File: config.mk
export PLATFORM = sky130hd
export DESIGN_NAME = ram
export DESIGN_NICKNAME = d
export VERILOG_FILES = /design/src/rtl/ram_pkg.sv /design/src/rtl/ram_storage.sv /design/src/rtl/ram.sv
export SDC_FILE = /design/constraint.sdc
export NUM_CORES = 1
export LEC_CHECK = 0
export ABC_AREA = 1
export BUFFER_PORTS_ARGS = -buffer_cell sky130_fd_sc_hd__buf_2
export CORE_MARGIN = 1.5
export CORE_UTILIZATION = 48
export CTS_CLUSTER_SIZE = 12
export DETAILED_ROUTE_END_ITERATION = 6
export HOLD_SLACK_MARGIN = 0.05
export SLEW_MARGIN = 15
export SYNTH_ARGS = -nofsm -noshare
export SYNTH_HDL_FRONTEND = slang
export SYNTH_SLANG_ARGS = --single-unit
File: constraint.sdc
create_clock -name clk -period 2.1 [get_ports clk]
set_input_delay 0.105 -clock clk [delete_from_list [all_inputs] [get_ports clk]]
set_output_delay 0.105 -clock clk [all_outputs]
set_load 0.02 [all_outputs]
File: src/rtl/ram_pkg.sv
// Shared defaults and word/address types for the ram storage primitive.
// Widths here are defaults only; instances may override them by parameter.
package ram_pkg;

  localparam int RAM_ADDR_WIDTH_DEF = 4;
  localparam int RAM_DATA_WIDTH_DEF = 8;

  typedef logic [RAM_ADDR_WIDTH_DEF-1:0] ram_addr_t;
  typedef logic [RAM_DATA_WIDTH_DEF-1:0] ram_data_t;

  function automatic int ram_depth(input int addr_width);
    return 1 << addr_width;
  endfunction

endpackage

File: src/rtl/ram_storage.sv
// Clearable word array with one write port and a combinational lookup port.
// Write lands on the enabled rising edge; no backpressure, accepts every cycle.
module ram_storage
  import ram_pkg::*;
#(
  parameter int ADDR_WIDTH = RAM_ADDR_WIDTH_DEF,
  parameter int DATA_WIDTH = RAM_DATA_WIDTH_DEF
) (
  input  logic                  clk,
  input  logic                  rst,
  input  logic                  wr_enb,
  input  logic [ADDR_WIDTH-1:0] wr_addr,
  input  logic [DATA_WIDTH-1:0] wr_data,
  input  logic [ADDR_WIDTH-1:0] rd_addr,
  output logic [DATA_WIDTH-1:0] rd_word
);

  localparam int DEPTH = ram_depth(ADDR_WIDTH);

  // Packed so the whole array clears in one reset assignment.
  logic [DEPTH-1:0][DATA_WIDTH-1:0] mem;

  always_ff @(posedge clk or negedge rst) begin
    if (!rst) begin
      mem <= '0;
    end else if (wr_enb) begin
      mem[wr_addr] <= wr_data;
    end
  end

  assign rd_word = mem[rd_addr];

endmodule

File: src/rtl/ram.sv
// Two-port synchronous RAM: registered read, one-cycle latency, write-first on collision.
// No handshake or backpressure; reads and writes may issue every cycle.
module ram
  import ram_pkg::*;
#(
  parameter int ADDR_WIDTH = RAM_ADDR_WIDTH_DEF,
  parameter int DATA_WIDTH = RAM_DATA_WIDTH_DEF
) (
  input  logic                  clk,
  input  logic                  rst,
  input  logic                  wr_enb,
  input  logic [ADDR_WIDTH-1:0] wr_addr,
  input  logic [DATA_WIDTH-1:0] wr_data,
  input  logic                  rd_enb,
  input  logic [ADDR_WIDTH-1:0] rd_addr,
  output logic [DATA_WIDTH-1:0] rd_data
);

  generate
    if (ADDR_WIDTH < 1 || DATA_WIDTH < 1) begin : g_bad_width
      $error("ram: ADDR_WIDTH and DATA_WIDTH must both be at least 1");
    end
  endgenerate

  logic [DATA_WIDTH-1:0] mem_word;
  logic [DATA_WIDTH-1:0] rd_next;
  logic                  collide;

  ram_storage #(
    .ADDR_WIDTH(ADDR_WIDTH),
    .DATA_WIDTH(DATA_WIDTH)
  ) u_storage (
    .clk     (clk),
    .rst     (rst),
    .wr_enb  (wr_enb),
    .wr_addr (wr_addr),
    .wr_data (wr_data),
    .rd_addr (rd_addr),
    .rd_word (mem_word)
  );

  // The array still holds the old word on a same-edge collision, so bypass it.
  always_comb begin
    collide = wr_enb && (wr_addr == rd_addr);
    rd_next = collide ? wr_data : mem_word;
  end

  always_ff @(posedge clk or negedge rst) begin
    if (!rst) begin
      rd_data <= '0;
    end else if (rd_enb) begin
      rd_data <= rd_next;
    end
  end

endmodule

==> results of run 1 <==
stage by stage:
stage          instances  total power [W]
2_1_floorplan        881          0.00430
3_3_place_gp        1041          0.00474
3_5_place_dp        1041          0.00479
4_1_cts             1082          0.00809
5_1_grt             1082          0.00849
6_report            1082          0.00806
worst paths after layout:
check | end | slack [ns] | cells past startpoint
max in group asynchronous | u_storage.mem[65] | 1.23 | 3
min | u_storage.mem[115] | 0.16 | 2
min in group clk | rd_data[7] | 0.16 | 4
max | u_storage.mem[70] | 0.81 | 4
max reg2reg | rd_data[5] | 0.85 | 8
min reg2reg | rd_data[2] | 0.48 | 2
power by group through the flow:
stage | registers (W) | logic, W | clock network (W)
6_report | 0.00342 | 0.00135 | 0.00329
5_1_grt | 0.00348 | 0.00157 | 0.00344
4_1_cts | 0.00342 | 0.00135 | 0.00332
3_5_place_dp | 0.00346 | 0.00133 | 0
3_3_place_gp | 0.00344 | 0.00130 | 0
2_1_floorplan | 0.00343 | 0.000879 | 0
logic make-up after synthesis:
group	Yosys count
AND/OR/NAND/NOR	462
buffers and inverters	144
AO/OA/AOI/OAI	136
flip-flops	136
XOR/XNOR	3
registers in the layout, summed over array words and instances, names as in the netlist:
| name | flops |
|---|---|
| u_storage.mem | 128 |
| rd_data | 8 |
Yosys cell counts:
master | count | share of area
buf_2 | 15 | 0.011
nor2_1 | 23 | 0.013
buf_1 | 14 | 0.0080
dfrtp_1 | 136 | 0.52
nor3_2 | 5 | 0.0076
inv_1 | 89 | 0.051
clkbuf_1 | 24 | 0.014
xor2_1 | 3 | 0.0040
nand2_1 | 340 | 0.19
nand3_1 | 94 | 0.072
inv_2 | 2 | 0.0011
o21ai_0 | 132 | 0.10
o21ai_1 | 4 | 0.0031
area by class of cell:
| type | instances | area, um2 |
|---|---|---|
| inverter | 91 | 342 |
| sequential | 136 | 3400 |
| multi-input combinational | 601 | 2590 |
| fill | 1272 | 5750 |
| timing repair buffer | 46 | 344 |
| clock inverter | 12 | 199 |
| tap | 176 | 220 |
| clock buffer | 20 | 447 |
routing by layer:
metal / vias up / share of wire
met1: 2649 / 0.49
met5: - / 0
li1: 2781 / -
met4: 0 / 0.019
met3: 22 / 0.060
met2: 186 / 0.43
worst max-delay path, stage by stage:
cell	delay, ns
dlygate4sd3_1	0.54
buf_2	0.19
inv_1	0.50
o21ai_0	0.23
==> summary.md, run 1 <==
| Metric | Value |
|---|---|
| Post-Synth XOR/XNOR Area | `0.00401` |
| Critical Path End Type | `register` |
| Vias in the first global route | `approximately 5300` |
| Antenna violations before repair | `0` |
| I/O Pins | `28` |
| Max Cap Violations | `0` |
| HPWL Detailed | `12600 um` |
| Hold WS | `~0.16 ns` |
| DR WL/cell | `17.6 um` |
| Die area | `14400 um2` |
| Post-synthesis simple-gate area fraction | `0.287` |
| Synth Warn # | `0` |
| Cell Pwr Density | `1070 nW/um2` |
| IO Port Bufs | `27` |
| Mapped Cells | `881` |
| Register area share after synthesis | `0.519` |
| Pins Over Slew Limit | `0` |
| Vias | `approximately 5600` |
| Width of the die | `~120 um` |
| Net Sw Power | `0.00229 W` |
| CTS clock-pin slew for the worst setup and hold paths | `0.06 ns` |
| Nets | `~900` |
| Final Hold Fails | `0` |
| Switching Fraction | `0.284` |
| RR Startpoint | `u_storage.mem[85]` |
| CP required | `approximately 2.4 ns` |
| Effective utilization at floorplan | `0.493` |
| # Post-CTS Setup Buffers | `0` |
| Worst setup margin | `0.810 ns` |
| TritonCTS Sinks | `136` |
| Synth unique cells | `13` |
| Fin crit share | `0.614` |
| Setup-failing EPs final | `0` |
| CTS Buffer Depth | `2` |
| Site row count | `42` |
| Final wirelength | `19000 um` |
| CTS tree | `done` |
| Synth-to-Final Area Change | `15.1%` |
| Met2 Use GR | `0.415` |
| Sequential share of power | `0.424` |
| Synth Cell Area | `6550 um2` |
| Hold-fix buffers, CTS | `9` |
| Clock Skew | `roughly 0.0069 ns` |
| Post-Synthesis Net Count | `901` |
| Logic pwr share | `0.168` |
| Worst-path maximum fanout | `12` |
| RD Place Congestion | `0.941` |
| Final core utilization | `0.567` |
| Die Ht | `~120 um` |
| Max Fclk | `775 MHz` |
| Clock Latency Late Sink | `0.43 ns` |
| First-pass GRT wire length | `30400 um` |
| CP Launch Point | `wr_data[6]` |
| Largest net degree at the start of global routing | `between 70 and 80` |
| N_diodes | `0` |
| Design area | `about 7500 um2` |
| Largest family of logic cells by synthesized area | `simple AND/OR/NAND/NOR gates` |
| Core ar. | `about 13000 um2` |
| Post-route ant nets | `0` |
| Status | `finished clean` |
| GR Util met3 | `0.0613` |
| Final worst path period need | `between 1 and 1.5 ns` |
| Worst endpoint data arrival time | `1.56 ns` |
| Post-DR vias/cell | `5.21` |
| Post-synthesis mux area share | `0` |
| CTS buffer count | `17` |
| RSZ-0062 raised after global routing | `no` |
| CP Class | `in -> reg` |
| Placed Area | `6810 um2` |
| Commonest non-fill, non-tap cell in the layout | `nand2_1` |
| Max VDD drop | `between 1 and 1.5 mV` |
| GRT Total Usage | `0.286` |
| Clock power share | `0.408` |
| Grt peak-use layer | `met1` |
| Adder-cell area share of the yosys netlist | `0` |
| Setup slack after placement | `0.446 ns` |
| Met1 usage | `0.426` |
| Most frequent cells in the layout | `nand2_1, dfrtp_1, o21ai_0, nand3_1, inv_1` |
| Worst-Margin Slew | `roughly 0.79 ns` |
| Grt ovf | `0` |
| Initial DRC count | `530` |
| CTS resizes | `0` |
| Compound-cell area share of the yosys netlist | `0.104` |
| Hold Crit Class | `in -> async` |
| Sum of negative setup slack | `0 ns` |
| H-tree levels | `4` |
| DRC viols | `0` |
| Startpoint Class | `input port` |
| Pleak | `3.83 nW` |
| DR pass1 iterations | `5` |
| Layout cells sized above 1 | `0.0817` |
| Mapped Avg Cell Area | `7.44 um2` |
| Slew headroom | `0.471` |
| Root Driver | `clkbuf_16` |
| Internal power | `0.00577 W` |
| #FFs+latches synth | `136` |
Note: power is estimated with default switching activity, not from simulation.
==> run 2, diff against run 1 <==
clock period = 1.3 ns   (was 2.1 ns; I/O delays follow)
==> run 2 against run 1 <==
Clock skew barely moved. Via count is 5.0% higher. Clock-buffer cell count down 1. Largest power group unchanged. Global-route usage increased by 0.32 points. Largest cell class unchanged. Hold slack lost 0.059 ns. Die area unchanged. Non-clock buffer count increased by 38.
==> summary.md, run 2 (same netlist as run 1, synthesis figures left out) <==
| Metric | Value |
|---|---|
| CTS clock-pin slew for the worst setup and hold paths | `0.06 ns (about the same)` |
| CP dominant cell by count | `nand2_1` |
| CTS resizes | `0 (unchanged)` |
| Root Driver | `clkbuf_16` |
| Grt peak-use layer | `met1` |
| Setup-failing EPs final | `0 (unchanged)` |
| CP required | `1.62 ns (-0.75 ns)` |
| Worst-path maximum fanout | `2 (-10)` |
| CP Class | `reg -> reg` |
| Synth-to-Final Area Change | `19.5%` |
| CTS buffer count | `17 (unchanged)` |
| Worst setup margin | `0.110 ns (-0.700 ns)` |
| Setup slack after placement | `-0.0128 ns (-0.459 ns)` |
| Hold WS | `0.0992 ns (-0.0592 ns)` |
| Worst-Margin Slew | `0.529 ns (-0.260 ns)` |
| Reg2Reg Setup Slack | `0.11 ns (-0.74 ns)` |
| N_diodes | `0 (unchanged)` |
| Max reg flops | `128 (unchanged)` |
| Worst endpoint data arrival time | `1.51 ns (-0.05 ns)` |
| HPWL Detailed | `13500 um (+6.6%)` |
| Design area | `7830 um2 (+3.8%)` |
| Critical Path End Type | `register` |
| GR Util met3 | `0.0651 (+0.00380)` |
| Die Ht | `120 um (unchanged)` |
| Slowest stage delay, CP | `0.39 ns (-0.15 ns)` |
| Net Sw Power | `0.00372 W (+62%)` |
| Pins Over Slew Limit | `0 (unchanged)` |
| Vias in the first global route | `5414 (+2.0%)` |
| DR WL/cell | `17.5 um (-0.44%)` |
| RD Place Congestion | `0.893 (-5.1%)` |
| I/O Pins | `28 (unchanged)` |
| Area of the multi-input gates | `2590 um2 (unchanged)` |
| Grt ovf | `0 (unchanged)` |
| Top delay family on crit path | `simple AND/OR/NAND/NOR gates` |
| Max Fclk | `841 MHz` |
| Slew headroom | `0.647 (+0.176)` |
| Internal power | `0.00899 W (+56%)` |
| Logic pwr share | `0.180 (+0.012)` |
| Clock Latency Late Sink | `0.43 ns (about the same)` |
| RSZ-0062 raised after global routing | `no` |
| Effective utilization at floorplan | `0.493 (unchanged)` |
| Width of the die | `120 um (unchanged)` |
| Status | `finished clean` |
| Clock Skew | `0.00698 ns (+0.0000860 ns)` |
| First-pass GRT wire length | `30900 um (+1.5%)` |
| Layout cells sized above 1 | `0.119 (+0.0371)` |
| Vias | `5922 (+5.0%)` |
| Largest net degree at the start of global routing | `42 (-43%)` |
| Most frequent cells in the layout | `nand2_1, dfrtp_1, o21ai_0, nand3_1, inv_1` |
| Post-route ant nets | `0 (unchanged)` |
| Antenna violations before repair | `0 (unchanged)` |
| Clock power share | `0.383 (-0.025)` |
| FF/Latch Area | `3400 um2 (unchanged)` |
| # fillers | `1224 (-3.8%)` |
| Post-DR vias/cell | `5.29 (+1.6%)` |
| DRC viols | `0 (unchanged)` |
| CTS tree | `done` |
| Nets | `951 (+4.2%)` |
| Startpoint Class | `register` |
| Largest regs | `u_storage.mem (128), rd_data (8)` |
| Sum of negative setup slack | `0 ns (unchanged)` |
| Met1 usage | `0.427 (+0.00153)` |
| Hold Crit Class | `in -> async` |
| Placed cells | `1079 (+3.7%)` |
| Max VDD drop | `0.909 mV (-28%)` |
| Fin crit share | `0.915` |
| IO Port Bufs | `27 (unchanged)` |
| Met2 Use GR | `0.418 (+0.00359)` |
| TritonCTS Sinks | `136 (unchanged)` |
| H-tree levels | `4 (unchanged)` |
| Placed Area | `7140 um2 (+4.9%)` |
| Max Cap Violations | `0 (unchanged)` |
| CTS Buffer Depth | `2 (unchanged)` |
| Cell Pwr Density | `1620 nW/um2 (+52%)` |
| Site row count | `42 (unchanged)` |
| Worst Path Buf+Inv | `0 (-3)` |
| Critical Path Slowest Stage Cell | `dfrtp_1` |
| Pleak | `4.00 nW (+4.6%)` |
| Initial DRC count | `661 (+25%)` |
| DR pass1 iterations | `5 (unchanged)` |
| Switching Fraction | `0.293 (+0.00838)` |
| Largest register by flop count | `u_storage.mem` |
| Die area | `14400 um2 (unchanged)` |
| Final worst path period need | `between 1 and 1.5 ns` |
| Commonest non-fill, non-tap cell in the layout | `nand2_1` |
| Final wirelength | `19600 um (+3.0%)` |
| Sequential share of power | `0.436 (+0.012)` |
| Core ar. | `13300 um2 (unchanged)` |
| GRT Total Usage | `0.289 (+0.00315)` |
| # Post-CTS Setup Buffers | `0 (unchanged)` |
| Critical-path cell list | `nand2_1 > o21ai_0 > nand2_1 > nand3_1 > nand3_1 > nand3_1 > nand2_1 > nand2_1` |
| Final Hold Fails | `0 (unchanged)` |
| Fin cells | `1119 (+3.4%)` |
==> run 2: power groups by stage <==
| stage | clock, W | sequential (W) | combinational [W] |
|---|---|---|---|
| floorplan | 0 | 0.00553 | 0.00142 |
| global placement | 0 | 0.00558 | 0.00221 |
| detailed placement | 0 | 0.00559 | 0.00225 |
| CTS | 0.00493 | 0.00553 | 0.00228 |
| global route | 0.00516 | 0.00564 | 0.00263 |
| finish | 0.00487 | 0.00555 | 0.00229 |
==> run 2: per-stage QoR <==
| step | utilization | total power [W] |
|---|---|---|
| 2_1_floorplan | - | 0.00695 |
| 3_3_place_gp | 0.537 | 0.00778 |
| 3_5_place_dp | 0.537 | 0.00784 |
| 4_1_cts | 0.589 | 0.0127 |
| 5_1_grt | 0.589 | 0.0134 |
| 6_report | 0.589 | 0.0127 |
==> run 2: path summary, 6_finish.rpt <==
check,start,to,depth (start not counted)
worst min-delay path,rst,u_storage.mem[82],2
worst max register to register,u_storage.mem[94],rd_data[6],8
worst max-delay path,u_storage.mem[94],rd_data[6],8
max in group asynchronous,rst,u_storage.mem[58],3
min in group clk,rd_enb,rd_data[7],4
worst min register to register,rd_data[4],rd_data[4],2
==> run 2: routing by layer <==
metal  up-vias  share of wire
li1       2854              -
met1      2774           0.47
met2       272           0.43
met3        22          0.074
met4         0          0.024
met5         -              0
==> run 2: layout make-up <==
cell class / instances / share of cell area
sequential: 136 / 0.435
multi-input combinational: 601 / 0.331
timing repair buffer: 84 / 0.0868
clock buffer: 19 / 0.0566
inverter: 91 / 0.0436
tap: 176 / 0.0281
clock inverter: 12 / 0.0195
==> run 2: timing repair <==
item                                    in CTS  in global routing
hold buffers                                 9                  0
endpoints found under the setup margin       0                  0
endpoints found under the hold margin      168                  0
